[config.mk]
export PLATFORM = sky130hd
export DESIGN_NAME = updown_mod_counter
export DESIGN_NICKNAME = d
export VERILOG_FILES = /design/src/rtl/counter_pkg.sv /design/src/rtl/counter_prescaler.sv /design/src/rtl/updown_mod_counter.sv
export SDC_FILE = /design/constraint.sdc
export NUM_CORES = 1
export LEC_CHECK = 0
export ABC_AREA = 0
export CORE_AREA = 2 2 39 41
export DETAILED_ROUTE_END_ITERATION = 10
export DIE_AREA = 0 0 41 43
export PLACE_DENSITY = 0.56
export SLEW_MARGIN = 10
export SYNTH_ARGS = -nofsm -noshare
export SYNTH_HDL_FRONTEND = slang
export SYNTH_HIERARCHICAL = 1
export SYNTH_SLANG_ARGS = --single-unit
[constraint.sdc]
create_clock -name clk -period 1.2 [get_ports clk]
set_input_delay 0.3 -clock clk [delete_from_list [all_inputs] [get_ports clk]]
set_output_delay 0.3 -clock clk [all_outputs]
set_load 0.01 [all_outputs]
[src/rtl/counter_pkg.sv]
// Shared definitions for the counters-and-registers library: direction
// encodings and the prescaler counter width helper.
package counter_pkg;

   localparam logic DIR_UP   = 1'b1;
   localparam logic DIR_DOWN = 1'b0;

   // Width of a counter that must hold 0..p-1, never narrower than one bit.
   function automatic int presc_width(input int p);
      int w;
      w = $clog2(p);
      return (w < 1) ? 1 : w;
   endfunction

endpackage

[src/rtl/counter_prescaler.sv]
// Enable prescaler: asserts step on every PRESCALE-th en-qualified cycle.
// With PRESCALE = 1 the counter is pinned at zero, so step reduces to en.
module counter_prescaler
   import counter_pkg::*;
#(
   parameter int PRESCALE = 1
) (
   input  logic clk,
   input  logic reset_n,
   input  logic en,
   input  logic clr,
   output logic step
);

   localparam int PW = presc_width(PRESCALE);
   localparam logic [PW-1:0] LAST = PW'(PRESCALE - 1);

   if (PRESCALE < 1) begin : g_bad_prescale
      $fatal(1, "counter_prescaler: PRESCALE must be >= 1");
   end

   logic [PW-1:0] pcnt;

   assign step = en && (pcnt == LAST);

   always_ff @(posedge clk) begin
      if (!reset_n) begin
         pcnt <= '0;
      end else if (clr) begin
         pcnt <= '0;
      end else if (en) begin
         pcnt <= (pcnt == LAST) ? '0 : pcnt + 1'b1;
      end
   end

endmodule

[src/rtl/updown_mod_counter.sv]
// Synchronous up/down modulo counter with parallel load, prescaler, terminal
// count and wrap pulse. Define UPDOWN_MOD_COUNTER_SAT_EN for a saturating build.
module updown_mod_counter
   import counter_pkg::*;
#(
   parameter int WIDTH    = 3,
   parameter int MODULUS  = 2**WIDTH,
   parameter int PRESCALE = 1
) (
   input  logic             clk,
   input  logic             reset_n,
   input  logic             en,
   input  logic             up_dn,
   input  logic             load,
   input  logic [WIDTH-1:0] load_val,
   output logic [WIDTH-1:0] q,
   output logic             tc,
   output logic             wrap
);

   localparam logic [WIDTH-1:0] QMAX = WIDTH'(MODULUS - 1);

   if (WIDTH < 1) begin : g_bad_width
      $fatal(1, "updown_mod_counter: WIDTH must be >= 1");
   end
   if (MODULUS < 2 || longint'(MODULUS) > (longint'(1) << WIDTH)) begin : g_bad_modulus
      $fatal(1, "updown_mod_counter: MODULUS must lie in 2..2**WIDTH");
   end
   if (PRESCALE < 1) begin : g_bad_prescale
      $fatal(1, "updown_mod_counter: PRESCALE must be >= 1");
   end

   logic             step;
   logic [WIDTH-1:0] q_load;
   logic [WIDTH-1:0] q_step;

   counter_prescaler #(
      .PRESCALE(PRESCALE)
   ) u_prescaler (
      .clk    (clk),
      .reset_n(reset_n),
      .en     (en),
      .clr    (load),
      .step   (step)
   );

   // Clamp only exists when some load values lie outside the count range.
   if (longint'(MODULUS) < (longint'(1) << WIDTH)) begin : g_clamp
      assign q_load = (load_val > QMAX) ? QMAX : load_val;
   end else begin : g_no_clamp
      assign q_load = load_val;
   end

   assign tc = (up_dn == DIR_UP) ? (q == QMAX) : (q == '0);

`ifdef UPDOWN_MOD_COUNTER_SAT_EN
   always_comb begin
      q_step = q;
      if (up_dn == DIR_UP) begin
         if (q != QMAX) q_step = q + 1'b1;
      end else begin
         if (q != '0) q_step = q - 1'b1;
      end
   end

   assign wrap = 1'b0;
`else
   logic crossed;

   always_comb begin
      q_step  = q;
      crossed = 1'b0;
      if (up_dn == DIR_UP) begin
         if (q == QMAX) begin
            q_step  = '0;
            crossed = 1'b1;
         end else begin
            q_step = q + 1'b1;
         end
      end else begin
         if (q == '0) begin
            q_step  = QMAX;
            crossed = 1'b1;
         end else begin
            q_step = q - 1'b1;
         end
      end
   end

   logic wrap_r;

   always_ff @(posedge clk) begin
      if (!reset_n || load) begin
         wrap_r <= 1'b0;
      end else begin
         wrap_r <= step && crossed;
      end
   end

   assign wrap = wrap_r;
`endif

   always_ff @(posedge clk) begin
      if (!reset_n) begin
         q <= '0;
      end else if (load) begin
         q <= q_load;
      end else if (step) begin
         q <= q_step;
      end
   end

endmodule

==> results <==
-- state kept, by name, summed over array words and instances (netlist names) --
signal and flops:
wrap 1, q 3
-- Yosys cell counts (2+ instances only) --
| cell | count |
|---|---|
| a21oi_1 | 2 |
| dfxtp_1 | 4 |
| ha_1 | 4 |
| inv_1 | 4 |
| nand3b_1 | 2 |
| nor3b_1 | 2 |
-- power by group --
| part | switching (mW) | total, mW | internal, mW |
|---|---|---|---|
| Sequential | 0.0179 | 0.162 | 0.144 |
| Clock | 0.0504 | 0.162 | 0.112 |
| Combinational | 0.0795 | 0.200 | 0.120 |
-- cells by family after synthesis --
group / share of synthesized area (%)
compound gates: 21.4
fa+ha+maj: 16.5
buf+inv: 7.41
flops: 26.3
simple gates: 28.4
-- through the flow --
stage,utilization [%],setup TNS (ns),instance area (sq um),setup slack [ns],hold slack (ns)
6_report,45.1,-0.568,624,-0.356,0.475
5_1_grt,45.1,-0.675,624,-0.397,0.503
4_1_cts,44.0,-0.621,609,-0.371,0.617
3_5_place_dp,39.9,-1.76,552,-0.775,0.640
3_3_place_gp,39.9,-1.76,552,-0.750,0.648
2_1_floorplan,-,-0.0952,352,-0.0658,0.438
-- layout by cell type (no fill, tap or decap), drive strengths merged --
cell	n
clkdlybuf4s50	5
nand2	1
or2b	1
a21oi	2
nor4bb	1
and2b	1
nand3b	2
nor2	1
inv	4
a221o	1
o32ai	1
o41a	1
a21o	1
nor4	1
nor2b	1
clkbuf	3
nand2b	1
nand3	1
dlymetal6s2s	1
dfxtp	4
nor3b	2
ha	4
buf	13
a31oi	1
dlygate4sd2	3
o21ai	2
-- worst min path at each step --
stage	slack, ns	end
2_1_floorplan	0.44	q[1]$_SDFFE_PN0P_
3_3_place_gp	0.65	q[0]$_SDFFE_PN0P_
3_5_place_dp	0.64	q[0]$_SDFFE_PN0P_
4_1_cts	0.62	q[0]$_SDFFE_PN0P_
5_1_grt	0.50	q[0]$_SDFFE_PN0P_
6_report	0.47	q[0]$_SDFFE_PN0P_
-- worst register-to-register path: stages, from the launching register on --
cell and delay, ns:
dfxtp_4 0.36, ha_4 0.16, ha_4 0.15, buf_6 0.10
or2b_1 0.21, a221o_1 0.31, nand2_1 0.06
-- final cells by class --
cell class | instances | area, sq um
Clock buffer | 3 | 22.5
Fill cell | 137 | 759
Tap cell | 16 | 20.0
Multi-Input combinational cell | 26 | 278
Timing Repair Buffer | 22 | 193
Sequential cell | 4 | 91.3
Inverter | 4 | 20.0
-- metal layers --
metal,GRT usage [%],vias up,share of wire (%)
met5,0,-,0
met2,15.6,8,53
met1,12.5,158,44
met3,4.71,0,2.7
met4,4.00,0,0
li1,-,178,-
-- what timing repair did --
item | 4_1_cts | 5_1_grt
endpoints found under the hold margin | 0 | 0
hold buffers | 0 | 0
endpoints found under the setup margin | 7 | 6
setup buffers | 2 | 0
pin swaps | 3 | 2
resized for setup | 25 | 4
==> results.sh <==
export IMPL_status="complete, but fails checks"
export IMPL_violations="setup timing"
export IMPL_cts_max_path_buffers=2
export IMPL_whs_path_depth=3
export IMPL_htree_levels=1
export IMPL_dr_total_vias=344
export IMPL_slew_headroom_pct=84.5
export IMPL_fin_cells=75
export IMPL_netlist_area_leader_share_pct=26.3
export IMPL_hp_class="primary input to flop"
export IMPL_grt_usage_pct=10.4
export IMPL_drv_cap=0
export IMPL_num_rows=14
export IMPL_synth_cell_types=23
export IMPL_cp_endpoint="tc"
export IMPL_r2r_start="q[0]$_SDFFE_PN0P_"
export IMPL_ys_top_cells_by_area="dfxtp_1, ha_1, inv_1"
export IMPL_crit_buf_inv=2
export IMPL_fin_crit_sh_pct=130
export IMPL_start_util_pct=22.0
export IMPL_yosysTopAreaCell="dfxtp_1"
export IMPL_synthFlopType="dfxtp_1"
export IMPL_critPathTopFamily="flip-flops"
export IMPL_reg2reg_to="q[1]$_SDFFE_PN0P_"
export IMPL_seq_area_frac_synth_pct=26.3
export IMPL_place_hpwl_microns=638
export IMPL_path_class="flop to primary output"
export IMPL_gp_congestion=0.665
export IMPL_min_from="load"
export IMPL_clock_latency_ns=0.23
export IMPL_cts_sinks=4
export IMPL_antenna_found_initial=0
export IMPL_grt_pass1_wl_mm=1.24
export IMPL_async_flop_share_pct=0
export IMPL_p_per_area_nw_per_um2=839
export IMPL_die_width_microns=41
export IMPL_drc_errors=0
export IMPL_rsz0062_at_grt="yes"
export IMPL_power_uw=524
export IMPL_finalClockSkew_ns=0.00376
export IMPL_cts_made_buffers=3
export IMPL_max_stage_delay_ns=0.37
export IMPL_arrival_ns=1.26
export IMPL_slew_violations=0
export IMPL_syn_nets=47
export IMPL_layout_nets=73
export IMPL_portBuffers=12
export IMPL_via_per_inst=4.59
export IMPL_hold_viol=0
export IMPL_ys_warn_count=6
export IMPL_ir_worst_vdd_mv=0.623
export IMPL_drive_gt1_share_pct=47.5
export IMPL_fmax_ghz=0.643
export IMPL_wl_per_cell_microns=10.4
export IMPL_worstMarginPinSlew_ns=0.230
export IMPL_cp_slowest_cell="dfxtp_4"
export IMPL_synth_area_per_cell_sq_um=8.69
export IMPL_cp_num_cells=5
export IMPL_syn_area_sq_um=304
export IMPL_io_pins=13
export IMPL_critPathCaptureType="primary output"
export IMPL_synth_edf_count=0
export IMPL_rrSetupSlack_ns=-0.21
export IMPL_grt_overflow_total=0
export IMPL_dieArea_sq_um=1760
export IMPL_p_leak_nw=0.275
export IMPL_ys_ff_latch=4
export IMPL_drtPass1Iterations=4
export IMPL_antenna_left=0
export IMPL_crit_path_start_kind="flop"
export IMPL_critical_path_max_fanout=3
export IMPL_worstSetupStartpoint="q[0]$_SDFFE_PN0P_"
export IMPL_clockRootBuffer="clkbuf_4"
export IMPL_wl_microns=781
export IMPL_grt_pass1_vias=301
export IMPL_design_core_area_sq_um=1380
export IMPL_rr_worst_depth=6
export IMPL_synth_cells=35
export IMPL_grt_max_degree=8
export IMPL_area_growth_pct=105
export IMPL_dpl_cell_count=71
export IMPL_clkTransAtPathRegs_ns=0.04
export IMPL_die_height_microns=43
export IMPL_finalWorstSetupSlack_ns=-0.356
export IMPL_setup_viol=2
export IMPL_diodes=0
export IMPL_critical_path_required_ns=0.90
export IMPL_drtIter0Drc=2
export IMPL_cts_tree="built"
export IMPL_cp_cell_sequence="inv_4 -> ha_4 -> nor3b_4 -> a21o_2 -> buf_6"
export IMPL_min_period_ns=1.56
No activity file was read; power rests on OpenSTA's default activity.
